<file path="config.mk">
export PLATFORM = sky130hd
export DESIGN_NAME = adc_spi_init_seq_flat
export DESIGN_NICKNAME = d
export VERILOG_FILES = /design/src/rtl/adc_spi_init_seq_pkg.sv /design/src/rtl/adc_spi_init_seq_if.sv /design/src/rtl/adc_spi_init_seq_rom.sv /design/src/rtl/adc_spi_init_seq.sv /design/src/flat_wrapper.sv
export SDC_FILE = /design/constraint.sdc
export NUM_CORES = 1
export LEC_CHECK = 0
export CAP_MARGIN = 10
export CORE_MARGIN = 5
export CORE_UTILIZATION = 40
export CTS_CLUSTER_DIAMETER = 60
export DETAILED_ROUTE_END_ITERATION = 7
export HOLD_SLACK_MARGIN = 0.15
export PLACE_DENSITY = 0.62
export SYNTH_ARGS = -nofsm -noshare
export SYNTH_HDL_FRONTEND = slang
export SYNTH_SLANG_ARGS = --single-unit
</file>
<file path="constraint.sdc">
create_clock -name CLK -period 3.06 [get_ports CLK]
set_input_delay 0.765 -clock CLK [delete_from_list [all_inputs] [get_ports CLK]]
set_output_delay 0.765 -clock CLK [all_outputs]
set_load 0.1 [all_outputs]
</file>
<file path="src/rtl/adc_spi_init_seq_pkg.sv">
// ADC init sequencer shared definitions.
// State encoding, SPI word width and default ADC configuration words.
package adc_init_pkg;

  typedef enum logic [2:0] {
    ST_IDLE  = 3'd0,
    ST_LOAD  = 3'd1,
    ST_SHIFT = 3'd2,
    ST_GAP   = 3'd3,
    ST_DONE  = 3'd4,
    ST_HOLD  = 3'd5
  } state_t;

  localparam int SPI_WORD_W = 24;

  // Software reset (0x000000) is issued elsewhere, not from this list.
  localparam logic [SPI_WORD_W-1:0] CFG_OUT_MODE = 24'h001401;
  localparam logic [SPI_WORD_W-1:0] CFG_CLKDIV   = 24'h000B00;
  localparam logic [SPI_WORD_W-1:0] CFG_XFER     = 24'h00FF01;

  function automatic logic [SPI_WORD_W-1:0] cfg_word(
    input logic [3:0] i
  );
    case (i)
      4'd0:    return CFG_OUT_MODE;
      4'd1:    return CFG_CLKDIV;
      4'd2:    return CFG_XFER;
      default: return '0;
    endcase
  endfunction

endpackage

</file>
<file path="src/rtl/adc_spi_init_seq_if.sv">
// Init FSM handshake and ADC SPI pins of the init sequencer.
// master = init FSM / bench side, slave = sequencer side.
interface adc_spi_init_seq_if;
  logic ADC_INIT;
  logic INIT_DONE;
  logic BUSY;
  logic ADC_CSB;
  logic ADC_SCLK;
  logic ADC_SDATA;

  modport master (
    output ADC_INIT,
    input  INIT_DONE, BUSY,
    input  ADC_CSB, ADC_SCLK, ADC_SDATA
  );

  modport slave (
    input  ADC_INIT,
    output INIT_DONE, BUSY,
    output ADC_CSB, ADC_SCLK, ADC_SDATA
  );
endinterface

</file>
<file path="src/rtl/adc_spi_init_seq_rom.sv">
// Registered configuration word ROM for the ADC init sequencer.
// Indices at or beyond NWORDS read back as zero.
module adc_init_rom
  import adc_init_pkg::*;
#(
  parameter int NWORDS = 4
) (
  input  logic                  CLK,
  input  logic                  RST,
  input  logic [3:0]            idx,
  output logic [SPI_WORD_W-1:0] word
);

  // One-cycle registered lookup
  always_ff @(posedge CLK or posedge RST) begin
    if (RST)
      word <= '0;
    else if (int'(idx) < NWORDS)
      word <= cfg_word(idx);
    else
      word <= '0;
  end

endmodule

</file>
<file path="src/rtl/adc_spi_init_seq.sv">
// SPI register-write sequencer run while the init FSM is in Init.
// Sends NWORDS 24-bit words (SPI mode 0, MSB first), then pulses INIT_DONE.
module adc_spi_init_seq
  import adc_init_pkg::*;
#(
  parameter int NWORDS  = 4,
  parameter int CLK_DIV = 4,
  parameter int GAP_CYC = 8
) (
  input logic               CLK,
  input logic               RST,
  adc_spi_init_seq_if.slave bus
);

  localparam logic [3:0] DIV_LAST = 4'(CLK_DIV - 1);
  localparam logic [7:0] GAP_LAST = 8'(GAP_CYC - 1);
  localparam logic [3:0] IDX_LAST = 4'(NWORDS - 1);
  localparam logic [4:0] BIT_TOP  = 5'(SPI_WORD_W - 1);

  state_t                state, n_state;
  logic [3:0]            idx, n_idx;
  logic [4:0]            bitc, n_bitc;
  logic [3:0]            divc, n_divc;
  logic [7:0]            gapc, n_gapc;
  logic [SPI_WORD_W-1:0] sreg, n_sreg;
  logic [SPI_WORD_W-1:0] rom_q;
  logic                  csb, n_csb;
  logic                  sclk, n_sclk;
  logic                  done, busy;
  logic                  init;

  assign init = bus.ADC_INIT;

  // ROM is addressed with the next index so rom_q matches idx in Load
  adc_init_rom #(.NWORDS(NWORDS)) u_rom (
    .CLK  (CLK),
    .RST  (RST),
    .idx  (n_idx),
    .word (rom_q)
  );

  // State, counters and registered SPI/handshake outputs
  always_ff @(posedge CLK or posedge RST) begin
    if (RST) begin
      state <= ST_IDLE;
      idx   <= '0;
      bitc  <= '0;
      divc  <= '0;
      gapc  <= '0;
      sreg  <= '0;
      csb   <= 1'b1;
      sclk  <= 1'b0;
      done  <= 1'b0;
      busy  <= 1'b0;
    end else begin
      state <= n_state;
      idx   <= n_idx;
      bitc  <= n_bitc;
      divc  <= n_divc;
      gapc  <= n_gapc;
      sreg  <= n_sreg;
      csb   <= n_csb;
      sclk  <= n_sclk;
      done  <= (n_state == ST_DONE);
      busy  <= (n_state inside {ST_LOAD, ST_SHIFT,
                                ST_GAP, ST_DONE});
    end
  end

  // Next-state logic; SDATA is sreg[23], so shifting
  // at each period end presents the next bit
  always_comb begin
    n_state = state;
    n_idx   = idx;
    n_bitc  = bitc;
    n_divc  = divc;
    n_gapc  = gapc;
    n_sreg  = sreg;
    n_csb   = csb;
    n_sclk  = sclk;
    case (state)
      ST_IDLE: begin
        if (init) n_state = ST_LOAD;
      end
      ST_LOAD: begin
        n_sreg  = rom_q;
        n_csb   = 1'b0;
        n_sclk  = 1'b0;
        n_divc  = '0;
        n_bitc  = BIT_TOP;
        n_state = ST_SHIFT;
      end
      ST_SHIFT: begin
        if (divc != DIV_LAST) begin
          n_divc = divc + 4'd1;
        end else begin
          n_divc = '0;
          n_sclk = ~sclk;
          if (sclk) begin
            n_sreg = {sreg[SPI_WORD_W-2:0], 1'b0};
            n_bitc = bitc - 5'd1;
            if (bitc == '0) begin
              n_bitc  = '0;
              n_csb   = 1'b1;
              n_gapc  = '0;
              n_state = ST_GAP;
            end
          end
        end
      end
      ST_GAP: begin
        if (gapc != GAP_LAST) begin
          n_gapc = gapc + 8'd1;
        end else if (idx == IDX_LAST) begin
          n_state = ST_DONE;
        end else begin
          n_idx   = idx + 4'd1;
          n_state = ST_LOAD;
        end
      end
      ST_DONE: begin
        n_idx   = '0;
        n_state = ST_HOLD;
      end
      ST_HOLD: begin
        if (!init) n_state = ST_IDLE;
      end
      default: n_state = ST_IDLE;
    endcase
    // Losing the request mid-sequence drops the SPI transaction
    if (!init && (state inside {ST_LOAD, ST_SHIFT, ST_GAP})) begin
      n_state = ST_IDLE;
      n_idx   = '0;
      n_bitc  = '0;
      n_divc  = '0;
      n_gapc  = '0;
      n_sreg  = '0;
      n_csb   = 1'b1;
      n_sclk  = 1'b0;
    end
  end

  assign bus.INIT_DONE = done;
  assign bus.BUSY      = busy;
  assign bus.ADC_CSB   = csb;
  assign bus.ADC_SCLK  = sclk;
  assign bus.ADC_SDATA = sreg[SPI_WORD_W-1];

endmodule

</file>
<file path="src/flat_wrapper.sv">
// flat-port wrapper written by rule: the top's interface ports become plain ports
module adc_spi_init_seq_flat import adc_init_pkg::*;
#(
  parameter int NWORDS  = 4,
  parameter int CLK_DIV = 4,
  parameter int GAP_CYC = 8
)
  (CLK, RST, bus_ADC_INIT, bus_INIT_DONE, bus_BUSY, bus_ADC_CSB, bus_ADC_SCLK, bus_ADC_SDATA);
  adc_spi_init_seq_if bus_i ();
  input logic CLK;
  input logic RST;
  input wire logic [$bits(bus_i.ADC_INIT)-1:0] bus_ADC_INIT;
  output wire logic [$bits(bus_i.INIT_DONE)-1:0] bus_INIT_DONE;
  output wire logic [$bits(bus_i.BUSY)-1:0] bus_BUSY;
  output wire logic [$bits(bus_i.ADC_CSB)-1:0] bus_ADC_CSB;
  output wire logic [$bits(bus_i.ADC_SCLK)-1:0] bus_ADC_SCLK;
  output wire logic [$bits(bus_i.ADC_SDATA)-1:0] bus_ADC_SDATA;
  assign bus_i.ADC_INIT = bus_ADC_INIT;
  assign bus_INIT_DONE = bus_i.INIT_DONE;
  assign bus_BUSY = bus_i.BUSY;
  assign bus_ADC_CSB = bus_i.ADC_CSB;
  assign bus_ADC_SCLK = bus_i.ADC_SCLK;
  assign bus_ADC_SDATA = bus_i.ADC_SDATA;
  adc_spi_init_seq #(.NWORDS(NWORDS), .CLK_DIV(CLK_DIV), .GAP_CYC(GAP_CYC)) u_core (.CLK(CLK), .RST(RST), .bus(bus_i));
endmodule
</file>
# Word-level counts from Yosys, hierarchy flattened
# Index checks and enable logic that the tools add are counted.
[classes]
bitwise = 1
n_lt_le_gt_ge = 1
mux = 41
n_eq_ne = 18
reduce_logical = 13
addsub = 4
[ops]
columns = ["op", "count"]
rows = [
  ["$mux 24", 4],
  ["$pmux 16 s3", 1],
  ["$pmux 24 s2", 1],
  ["$mux 8", 5],
  ["$mux 3", 8],
  ["$mux 4", 5],
  ["$mux 5", 4],
  ["$pmux 3 s6", 1],
  ["$pmux 4 s2", 2],
  ["$pmux 8 s2", 1],
  ["$eq 3x2->1 const B", 4],
  ["$pmux 5 s2", 1],
  ["$eq 3x3->1 const B", 3],
  ["$ne 3x2->1 const B", 3],
  ["$reduce_bool 3->1", 3],
  ["$add 4x1->4 const B", 2],
  ["$add 8x1->8 const B", 1],
  ["$eq 4x2->1 const B", 2],
  ["$ne 8x3->1 const B", 1],
  ["$eq 3x1->1 const B", 2],
  ["$mux 1", 6],
  ["$logic_not 5->1", 1],
  ["$reduce_and 5->1", 1],
  ["$sub 5x1->5 const B", 1],
  ["14 further kinds", 15],
]
[totals]
word_cells = 89
output_inout_bits = 5
input_bits = 3
reg_bits = 76

# Logic depth before layout (Yosys ltp)
[logic_depth]
word_depth = 8
depth_mapped = 8
mapped_depth_nobuf = 7

# Modules after synthesis
# Synthesis repeated with hierarchy kept, for this count alone.
[unflattened]
cells_unflattened = 305
hier_area_um2 = 3110.5
[modules_own_cells]
columns = ["module", "area_each_um2", "seq_area_each_um2", "n_inst", "cells_per_inst"]
rows = [
  ["adc_spi_init_seq", 2840.2, 1302.5, 1, 275],
  ["adc_init_rom", 270.3, 75.1, 1, 30],
]

# Worst setup path before layout
# Ideal clock, no wire load.
[synth_timing]
path_type = "reg-to-reg"
start = "register u_core.sclk (netlist: u_core.bus.ADC_SCLK)"
end = "register u_core.gapc[6]"
path_stages_with_launch = 5
path_slack_ns = 0.842
t_arrival_ns = 2.140
synth_period_minus_slack_ns = 2.218
t_required_ns = 2.983
path_buffers = 0
setup_time_ns = 0.077
path_cell_list = "dfrtp_1 -> nand3_2 -> a311o_1 -> or4_1 -> a21oi_1"
[synth_via]
elab_chain_len = 2
[synth_rtl]
columns = ["element", "line_no", "source"]
rows = [
  ["start: declaration", "adc_spi_init_seq.sv:28", "logic sclk, n_sclk;"],
  ["start signal: assignment", "adc_spi_init_seq.sv:63", "sclk <= n_sclk;"],
  ["$ne 3x2->1 (no source line)", "--", ""],
  ["$reduce_and 5->1 (no source line)", "--", ""],
  ["end signal: assignment", "adc_spi_init_seq.sv:60", "gapc <= n_gapc;"],
  ["end: declaration", "adc_spi_init_seq.sv:24", "logic [7:0] gapc, n_gapc;"],
]
# Every way passes these cells.
# A chain may end at the register's enable or synchronous reset.

# Final worst setup path
[layout_timing]
start = "input bus_ADC_INIT"
end = "register u_core.gapc[7]"
[layout_via]
elab_chain_len = 4
word_cells_on_any_way = 9
classes_between = "eq/ne (4); mux (1); reduce/logical (4)"
[layout_rtl]
columns = ["element", "line_no", "source"]
rows = [
  ["start: declaration", "flat_wrapper.sv:12", "input wire logic [$bits(bus_i.ADC_INIT)-1:0] bus_ADC_INIT;"],
  ["$logic_not 1->1 (*)", "--", ""],
  ["$logic_and 1x1->1 (*)", "adc_spi_init_seq.sv:131", "if (!init && (state inside {ST_LOAD, ST_SHIFT, ST_GAP})) begin"],
  ["$ne 3x2->1 (no source line) (tied with other cells)", "--", ""],
  ["$reduce_and 5->1 (no source line)", "--", ""],
]
# Mark *: on every way between the ends. The rest lies on a longest branch, timed or not.

==> reports/metrics.cfg <==
[run_status]
status = completed

[finish]
final_cell_mix = 67 x nand2_1, 54 x dfrtp_1, 34 x o21ai_0
drive_gt1_frac = 0.09539
syn2layout_area_growth_pct = 10.16
instances_no_fill = 381
diodes = 0
layout_commonest_cell = nand2_1
nets = 311

[die]
core_area_um2 = 6422
start_util = 0.4159
io_pins = 8
die_h_um = 91.72
die_w_um = 91.72
dieArea_um2 = 8413
num_rows = 29

[min_path]
worstHoldPathType = reg -> reg
worstHoldPathCells = 2

[placement]
place_inst = 373
gp_congestion = 0.8531
io_buffers = 7
dpl.hpwl_um = 3480

[power]
p_sw_frac = 0.3475
combinationalPowerShare = 0.233
intPower_mw = 1.114
ir_worst_vdd_v = 0.0002242
seqPwrFrac = 0.513
switching_power_mw = 0.5933
p_leak_nw = 1.282
cellPowerDensity_nw_per_um2 = 580.2
share_clk_of_total_power = 0.254

[synthesis]
synth-main-ff-cell = dfrtp_1
synth_edf_count = 0
synth_top_cell_area_share = 0.5059
ys_ff_latch = 55
synth_xor_area_frac = 0.009836
synth_top_family_by_area = simple AND/OR/NAND/NOR gates
synth_cells = 295
yosysSeqAreaShare = 0.5157
synthSimpleGateAreaFrac = 0.2164
synth_cell_type_count = 43
async_flop_share = 1.000
ys_warn_count = 0
synth_compound_area_frac = 0.1948
yosys-top-cells-area = dfrtp_1 51%, nand2_1 9.4%, o21ai_0 6.4%, o31ai_1 3.9%, nor2_1 2.5%
synth_mux_area_frac = 0.007963
syn_area_um2 = 2671
synth_nets = 303
avgSynthCellArea_um2 = 9.055
synthAdderAreaFrac = 0.02342
yosysTopAreaCell = dfrtp_1

[sta]
tns_ps = 0
fin_worst_skew_ps = 13.84
slew_viol_final = 0
worst_pin_slew_ps = 687.5
fin_crit_sh = 0.7806
rsz0062_at_grt = false
slew_headroom = 0.5400
period_needed_ps = 2389
max_freq_mhz = 418.7
finalHoldViolations = 0
finalSetupViolations = 0

[clock_tree]
clkSinkCount = 55
clkLatencyLatePin_ps = 320
cts_setup_buffers = 0
holdBufCountCts = 0
path_clk_slew_ps = 110
cts_root_buffer = clkbuf_8
postCtsResizedCells = 0
cts_tree = yes
htreeDepth = 2
numCtsBuffers = 5
cts_buffer_depth = 2

[critical_path]
cp_data_arrival_time_ps = 2640
r2r_cells = 7
max_stage_delay_ps = 570
crit_chain = clkdlybuf4s50_1, inv_1, a211oi_1, a311o_1, or4_1, a21oi_1
worstSetupEndpointType = flop
critPathKind = in -> reg
cp-start-kind = primary input
crit_required_ps = 3320
cp_max_fo = 9
cp_slowest_cell = clkdlybuf4s50_1

[grt]
antenna_found_initial = 0
grt_pass1_wl_um = 9190
grt_pass1_vias = 1966
grt_util_all_layers = 0.1310
met3_usage = 0.02537
met2_usage = 0.2069
met1_usage = 0.1794
grt_max_degree = 56
busiest_layer = met2
overflow = 0

[detailed_routing]
drc = 0
finalWirelength_um = 5021
avgViaCountPerCell = 5.315
drt_iter0_drc = 108
post_drt_wl_per_cell_um = 13.18
postRouteAntennaNets = 0
vias = 2025
firstDrtPassIters = 4

[job]
cap_violations = 0

registers in the layout, indices dropped and copies added, names as in the netlist:
| signal | count |
|---|---|
| u_core.u_rom.word | 3 |
| u_core.bus.INIT_DONE | 1 |
| u_core.bus.ADC_CSB | 1 |
| u_core.bus.ADC_SCLK | 1 |
| u_core.state | 3 |
| u_core.sreg | 24 |
| u_core.bitc | 5 |
| u_core.gapc | 8 |
| u_core.idx | 4 |
| u_core.bus.BUSY | 1 |
| u_core.divc | 4 |
logic make-up (layout without fill, tap and decap cells):
logic type / count (synthesis) / after routing
and+or+nand+nor: 123 / 123
AOI/OAI and AO/OA: 85 / 85
DFF: 55 / 55
buffers and inverters: 22 / 31
adders and majority gates: 5 / 5
xor gates and xnor gates: 3 / 3
muxes: 2 / 2
power groups by stage:
| stage | sequential [mW] | clock [mW] | combinational [mW] |
|---|---|---|---|
| floorplan | 0.918 | 0 | 0.262 |
| global placement | 0.888 | 0 | 0.393 |
| detailed placement | 0.891 | 0 | 0.403 |
| CTS | 0.877 | 0.452 | 0.404 |
| global route | 0.890 | 0.477 | 0.457 |
| finish | 0.877 | 0.433 | 0.398 |
worst max-delay path: cells and delay by family:
| family | cells | cell delay, ps |
|---|---|---|
| AND/OR/NAND/NOR | 1 | 510 |
| buffers and inverters | 2 | 770 |
| AO/OA/AOI/OAI | 3 | 600 |
Yosys cell counts (all sizes together), types with 3 or more instances:
library cell,number
o21bai,3
a21o,3
a21oi,13
inv,7
nand2b,5
o21ai,34
a31oi,5
nor3b,3
nand3,8
nor3,3
nor2b,4
ha,5
o31ai,14
o22ai,3
nand2,67
clkbuf,13
nor2,18
dfrtp,54
or4,4
path summary, 6_finish.rpt:
kind | from | end | slack, ps
min in group asynchronous | RST | u_core.divc[0] | 800
setup reg to reg | u_core.bitc[0] | u_core.gapc[7] | 740
hold reg to reg | u_core.sreg[13] | u_core.sreg[13] | 490
hold / removal | u_core.sreg[13] | u_core.sreg[13] | 490
max in group asynchronous | RST | u_core.bus.ADC_CSB | 1980
setup / recovery | bus_ADC_INIT | u_core.gapc[7] | 670
area by class of cell:
| type | count | area [um2] |
|---|---|---|
| clock buffer | 5 | 68.82 |
| clock inverter | 3 | 27.53 |
| fill | 630 | 3480 |
| inverter | 7 | 26.28 |
| multi-input combinational | 218 | 1209 |
| sequential | 55 | 1378 |
| tap | 77 | 96.34 |
| timing repair buffer | 16 | 137.6 |
routing by layer:
metal,part of all wire,routed length [um]
met1,0.52,2598
met2,0.45,2235
met3,0.020,100
met4,0.017,87
met5,0,0
through the flow:
stage | setup WS [ps] | hold WS (ps) | cell area, um2 | util | power, mW
2_1_floorplan | 842.2 | 448.4 | 2671 | - | 1.180
3_3_place_gp | 412.9 | 460.2 | 2846 | 0.4432 | 1.281
3_5_place_dp | 369.0 | 467.0 | 2846 | 0.4432 | 1.293
4_1_cts | 711.3 | 492.6 | 2943 | 0.4582 | 1.733
5_1_grt | 476.4 | 505.5 | 2943 | 0.4582 | 1.824
6_report | 671.5 | 488.3 | 2943 | 0.4582 | 1.707
Power figures use the tool's default switching activity.
